<file path="src/rtl/weight_ram_loader_if.sv">
// Loader bus: streamed write side, status outputs and the registered read port.
// master drives the stream and read requests; slave is the loader itself.
interface weight_ram_loader_if #(
    parameter int WIDTH = 16,
    parameter int ADDR  = 5
);
    logic             start;
    logic             s_valid;
    logic [WIDTH-1:0] s_data;
    logic             s_ready;
    logic             loading;
    logic             load_done;
    logic [ADDR:0]    wr_count;
    logic             rd_en;
    logic [ADDR-1:0]  rd_addr;
    logic [WIDTH-1:0] rd_data;
    logic             rd_valid;

    modport master (
        output start, s_valid, s_data, rd_en, rd_addr,
        input  s_ready, loading, load_done, wr_count, rd_data, rd_valid
    );

    modport slave (
        input  start, s_valid, s_data, rd_en, rd_addr,
        output s_ready, loading, load_done, wr_count, rd_data, rd_valid
    );
endinterface

</file>
<file path="src/rtl/weight_ram_loader.sv">
// Fills a 2**ADDR-word RAM from a valid/ready stream after start, then serves reads.
// Latency: write lands on the transfer edge; read data valid one cycle after rd_en.
// Backpressure: s_ready is high only in LOAD and drops on the edge taking the last word.
module weight_ram_loader #(
    parameter int WIDTH = 16,
    parameter int ADDR  = 5
) (
    input  logic                clk,
    input  logic                rst,
    weight_ram_loader_if.slave  bus
);
    localparam int DEPTH = 1 << ADDR;

    typedef enum logic [1:0] {IDLE, LOAD, DONE} state_t;

    state_t           state_q,     state_d;
    logic [ADDR-1:0]  wr_ptr_q,    wr_ptr_d;
    logic [ADDR:0]    wr_count_q,  wr_count_d;
    logic             s_ready_q,   s_ready_d;
    logic             loading_q,   loading_d;
    logic             load_done_q, load_done_d;
    logic             rd_valid_q,  rd_valid_d;
    logic [WIDTH-1:0] rd_data_q,   rd_data_d;

    logic [WIDTH-1:0] mem [DEPTH];
    logic             xfer;

    assign xfer = bus.s_valid && s_ready_q;

    always_comb begin
        state_d    = state_q;
        wr_ptr_d   = wr_ptr_q;
        wr_count_d = wr_count_q;
        unique case (state_q)
            IDLE, DONE: begin
                if (bus.start) begin
                    state_d    = LOAD;
                    wr_ptr_d   = '0;
                    wr_count_d = '0;
                end
            end
            LOAD: begin
                if (xfer) begin
                    wr_ptr_d = wr_ptr_q + 1'b1;
                    if (wr_count_q != (ADDR+1)'(DEPTH)) begin
                        wr_count_d = wr_count_q + 1'b1;
                    end
                    // The pointer wraps to 0 here, but leaving LOAD keeps it from re-writing word 0.
                    if (wr_ptr_q == ADDR'(DEPTH - 1)) begin
                        state_d = DONE;
                    end
                end
            end
            default: state_d = IDLE;
        endcase

        s_ready_d   = (state_d == LOAD);
        loading_d   = (state_d == LOAD);
        load_done_d = (state_d == DONE);

        // Reads qualify on the current load_done, so a read alongside a restart is still served.
        rd_valid_d = bus.rd_en && load_done_q;
        rd_data_d  = rd_valid_d ? mem[bus.rd_addr] : rd_data_q;
    end

    always_ff @(posedge clk) begin
        if (rst) begin
            state_q     <= IDLE;
            wr_ptr_q    <= '0;
            wr_count_q  <= '0;
            s_ready_q   <= 1'b0;
            loading_q   <= 1'b0;
            load_done_q <= 1'b0;
            rd_valid_q  <= 1'b0;
            rd_data_q   <= '0;
        end else begin
            state_q     <= state_d;
            wr_ptr_q    <= wr_ptr_d;
            wr_count_q  <= wr_count_d;
            s_ready_q   <= s_ready_d;
            loading_q   <= loading_d;
            load_done_q <= load_done_d;
            rd_valid_q  <= rd_valid_d;
            rd_data_q   <= rd_data_d;
        end
    end

    // RAM contents survive reset so a partial or previous image stays readable later.
    always_ff @(posedge clk) begin
        if (!rst && xfer) begin
            mem[wr_ptr_q] <= bus.s_data;
        end
    end

    assign bus.s_ready   = s_ready_q;
    assign bus.loading   = loading_q;
    assign bus.load_done = load_done_q;
    assign bus.wr_count  = wr_count_q;
    assign bus.rd_valid  = rd_valid_q;
    assign bus.rd_data   = rd_data_q;
endmodule

</file>
<file path="src/flat_wrapper.sv">
// flat-port wrapper written by rule: the top's interface ports become plain ports
module weight_ram_loader_flat 
#(
    parameter int WIDTH = 16,
    parameter int ADDR  = 5
)
  (clk, rst, bus_start, bus_s_valid, bus_s_data, bus_rd_en, bus_rd_addr, bus_s_ready, bus_loading, bus_load_done, bus_wr_count, bus_rd_data, bus_rd_valid);
  weight_ram_loader_if #(.WIDTH(WIDTH), .ADDR(ADDR)) bus_i ();
  input  logic clk;
  input  logic rst;
  input wire logic [$bits(bus_i.start)-1:0] bus_start;
  input wire logic [$bits(bus_i.s_valid)-1:0] bus_s_valid;
  input wire logic [$bits(bus_i.s_data)-1:0] bus_s_data;
  input wire logic [$bits(bus_i.rd_en)-1:0] bus_rd_en;
  input wire logic [$bits(bus_i.rd_addr)-1:0] bus_rd_addr;
  output wire logic [$bits(bus_i.s_ready)-1:0] bus_s_ready;
  output wire logic [$bits(bus_i.loading)-1:0] bus_loading;
  output wire logic [$bits(bus_i.load_done)-1:0] bus_load_done;
  output wire logic [$bits(bus_i.wr_count)-1:0] bus_wr_count;
  output wire logic [$bits(bus_i.rd_data)-1:0] bus_rd_data;
  output wire logic [$bits(bus_i.rd_valid)-1:0] bus_rd_valid;
  assign bus_i.start = bus_start;
  assign bus_i.s_valid = bus_s_valid;
  assign bus_i.s_data = bus_s_data;
  assign bus_i.rd_en = bus_rd_en;
  assign bus_i.rd_addr = bus_rd_addr;
  assign bus_s_ready = bus_i.s_ready;
  assign bus_loading = bus_i.loading;
  assign bus_load_done = bus_i.load_done;
  assign bus_wr_count = bus_i.wr_count;
  assign bus_rd_data = bus_i.rd_data;
  assign bus_rd_valid = bus_i.rd_valid;
  weight_ram_loader #(.WIDTH(WIDTH), .ADDR(ADDR)) u_core (.clk(clk), .rst(rst), .bus(bus_i));
endmodule
</file>
<file path="config.mk">
export PLATFORM = sky130hd
export DESIGN_NAME = weight_ram_loader_flat
export DESIGN_NICKNAME = d
export VERILOG_FILES = /design/src/rtl/weight_ram_loader_if.sv /design/src/rtl/weight_ram_loader.sv /design/src/flat_wrapper.sv
export SDC_FILE = /design/constraint.sdc
export NUM_CORES = 1
export LEC_CHECK = 0
export ABC_AREA = 1
export BUFFER_PORTS_ARGS = -buffer_cell sky130_fd_sc_hd__clkbuf_2
export CAP_MARGIN = 20
export CORE_MARGIN = 2
export CORE_UTILIZATION = 35
export DETAILED_ROUTE_END_ITERATION = 8
export SYNTH_ARGS = -nofsm -noshare
export SYNTH_HDL_FRONTEND = slang
export SYNTH_SLANG_ARGS = --single-unit
</file>
<file path="constraint.sdc">
create_clock -name clk -period 2.3 [get_ports clk]
set_input_delay 0.345 -clock clk [delete_from_list [all_inputs] [get_ports clk]]
set_output_delay 0.345 -clock clk [all_outputs]
set_load 0.02 [all_outputs]
</file>
==> impl_metrics.tcl <==
set metrics [dict create \
    outcome "complete, no violations" \
    synthArstFlopShare_pct 0 \
    worstHoldStart "bus_s_valid" \
    syn_avg_cell_area_um2 11.69 \
    netlist_instances 1897 \
    postRouteAntennaNets 0 \
    die_h_um 255.7 \
    cts_root_buffer "clkbuf_16" \
    grt_pass1_wl_um 90150 \
    synthDominantCellAreaShare_pct 69.35 \
    numPortBuffers 51 \
    chipWidth_um 255.7 \
    slew_viol_final 0 \
    worst_slew_pin_slew_ns 0.6463 \
    endpoint_kind "flop" \
    arrival_ns 2.25 \
    final_common_cell "nand2_1" \
    cts.sinks 544 \
    yosysWarnings 0 \
    synth_edf_count 512 \
    setup_viol_count_final 0 \
    layout_common_cells "676 x nand2_1, 512 x edfxtp_1, 426 x nand3_1" \
    grt_max_degree 87 \
    hold_buffers 1 \
    holdCritPathClass "input port to flop" \
    min_period_over_period_pct 85.34 \
    ys.flop_type "edfxtp_1" \
    insertion_delay_ns 0.61 \
    grt_pass1_vias 14230 \
    start_util_pct 35.27 \
    die-area_um2 65370 \
    wire_per_inst_um 21.16 \
    crit_path_start_kind "flop" \
    regToRegStartpoint "u_core.bus.s_ready" \
    whs_ns 0.09694 \
    worstSetupPathType "flop to flop" \
    route.detailed.drc 0 \
    p_per_area_nw_per_um2 817.0 \
    syn_nets 1930 \
    cts_tree "yes" \
    maxCapViolCount 0 \
    clock.fmax_mhz 509.5 \
    dr.pass1.iters 5 \
    yosysUniqueCellTypes 28 \
    synth_area_um2 22170 \
    rows 92 \
    cts.repair_timing.setup_buffer_count 0 \
    ff2ff_setup_slack_ns 0.34 \
    yosysTopAreaCell "edfxtp_1" \
    cts_buffer_depth 3 \
    cp.required_ns 2.59 \
    core_area_um2 62850 \
    fin_nets 2016 \
    path_max_fanout 12 \
    drive_gt1_share_pct 11.51 \
    maxSlewHeadroom_pct 56.87 \
    startpoint "u_core.bus.s_ready" \
    ir_drop_uv 743.5 \
    h-tree-depth 2 \
    skew_ns 0.02208 \
    clkTransAtPathRegs_ns 0.06 \
    num_io_pins 52 \
    drt_iter0_markers 1721 \
    viasPerCell 5.142 \
    gp_congestion 0.8910 \
    ys_top_cells_by_area "edfxtp_1 69%, nand2_1 11%, nand3_1 9.6%" \
    final.setup.tns_ns 0 \
    ys_seq_elements 544 \
    grt_antenna_before_repair 1 \
    num_vias 14760 \
    wl_um 60750 \
    cts_buffers 56 \
    rsz0062_at_grt "false" \
    cts_resized 0 \
    ys_seq_area_share_pct 72.24 \
    area_growth_pct 14.46 \
    dpl.hpwl_um 37420 \
    final_hold_viol_count 0 \
    grt_use_total_pct 18.19 \
    grt_overflow_total 0 \
    finalCriticalPeriod_ns 1.963 \
    p_leak_uw 0.009213 \
]
## kinds of logic after synthesis
kind of cell / Yosys count / share of synthesized area [%]
and+or+nand+nor: 1152 / 21.98
xor gates and xnor gates: 2 / 0.07903
adders and majority gates: 7 / 0.3950
DFF: 544 / 72.24
buffers and inverters: 139 / 3.815
AOI/OAI and AO/OA: 53 / 1.490
## per-layer routing
layer  part of all wire (%)  GRT usage (%)  wire length (um)  vias to the layer above
li1                       -              -                 -                     6802
met1                     41          24.21             25210                     7266
met2                     48          30.13             29400                      570
met3                    6.5          2.604              3921                      126
met4                    3.7          7.099              2228                        0
met5                      0              0                 0                        -
## through the flow
stage                     setup slack [ns]  area [um2]  instances  util (%)  total power, uW
final                               0.3372       25380       2871     40.38            20730
after global routing                0.2152       25370       2870     40.37            21330
after CTS                           0.3286       25370       2870     40.37            20870
after detailed placement            0.2755       23650       2770     37.63            12330
after global placement              0.2936       23650       2770     37.63            12320
after floorplan                     0.2513       22170       1897         -            11760
## report_power, final
part           internal [uW]  leakage (uW)  switching (uW)  total [uW]
registers              10800       0.00486            9.28       10800
clock network           4920      0.000839            3690        8610
logic                    337       0.00351             941        1280
## registers in the layout (all words and copies together) (netlist names)
name	flops
u_core.bus.s_ready	1
u_core.state_q	2
u_core.wr_ptr_q	5
u_core.bus.rd_valid	1
u_core.bus.load_done	1
u_core.mem	512
u_core.bus.wr_count	6
u_core.bus.rd_data	16
## worst paths after layout
check,end,cells past startpoint
worst max register to register,u_core.mem[7][10],6
worst min-delay path,u_core.state_q[0],4
worst min register to register,u_core.bus.rd_valid,2
worst max-delay path,u_core.mem[7][10],6
## critical path: stages, from the launching register on
cell	delay [ns]
dfxtp_1	0.38
nand2_1	0.10
nor2_1	0.27
nand2_1	0.10
buf_4	0.21
nor2_1	0.29
buf_4	0.29
## cells in the mapped netlist (7+ instances only)
cell	number
ha_1	7
buf_2	53
buf_4	32
inv_1	23
a21oi_1	15
nor2_1	42
dfxtp_1	32
a21oi_2	14
edfxtp_1	512
o21ai_0	19
nand2_1	676
clkbuf_1	8
nand3_1	426
buf_6	14
## final cells by class
| type | count | area (um2) |
|---|---|---|
| Tap cell | 846 | 1059 |
| Inverter | 25 | 101.3 |
| Fill cell | 6038 | 37470 |
| Multi-Input combinational cell | 1214 | 5309 |
| Clock buffer | 77 | 1520 |
| Antenna cell | 1 | 2.502 |
| Clock inverter | 22 | 192.7 |
| Sequential cell | 544 | 16020 |
| Timing Repair Buffer | 142 | 1177 |
(Power assumes the default switching activity.)
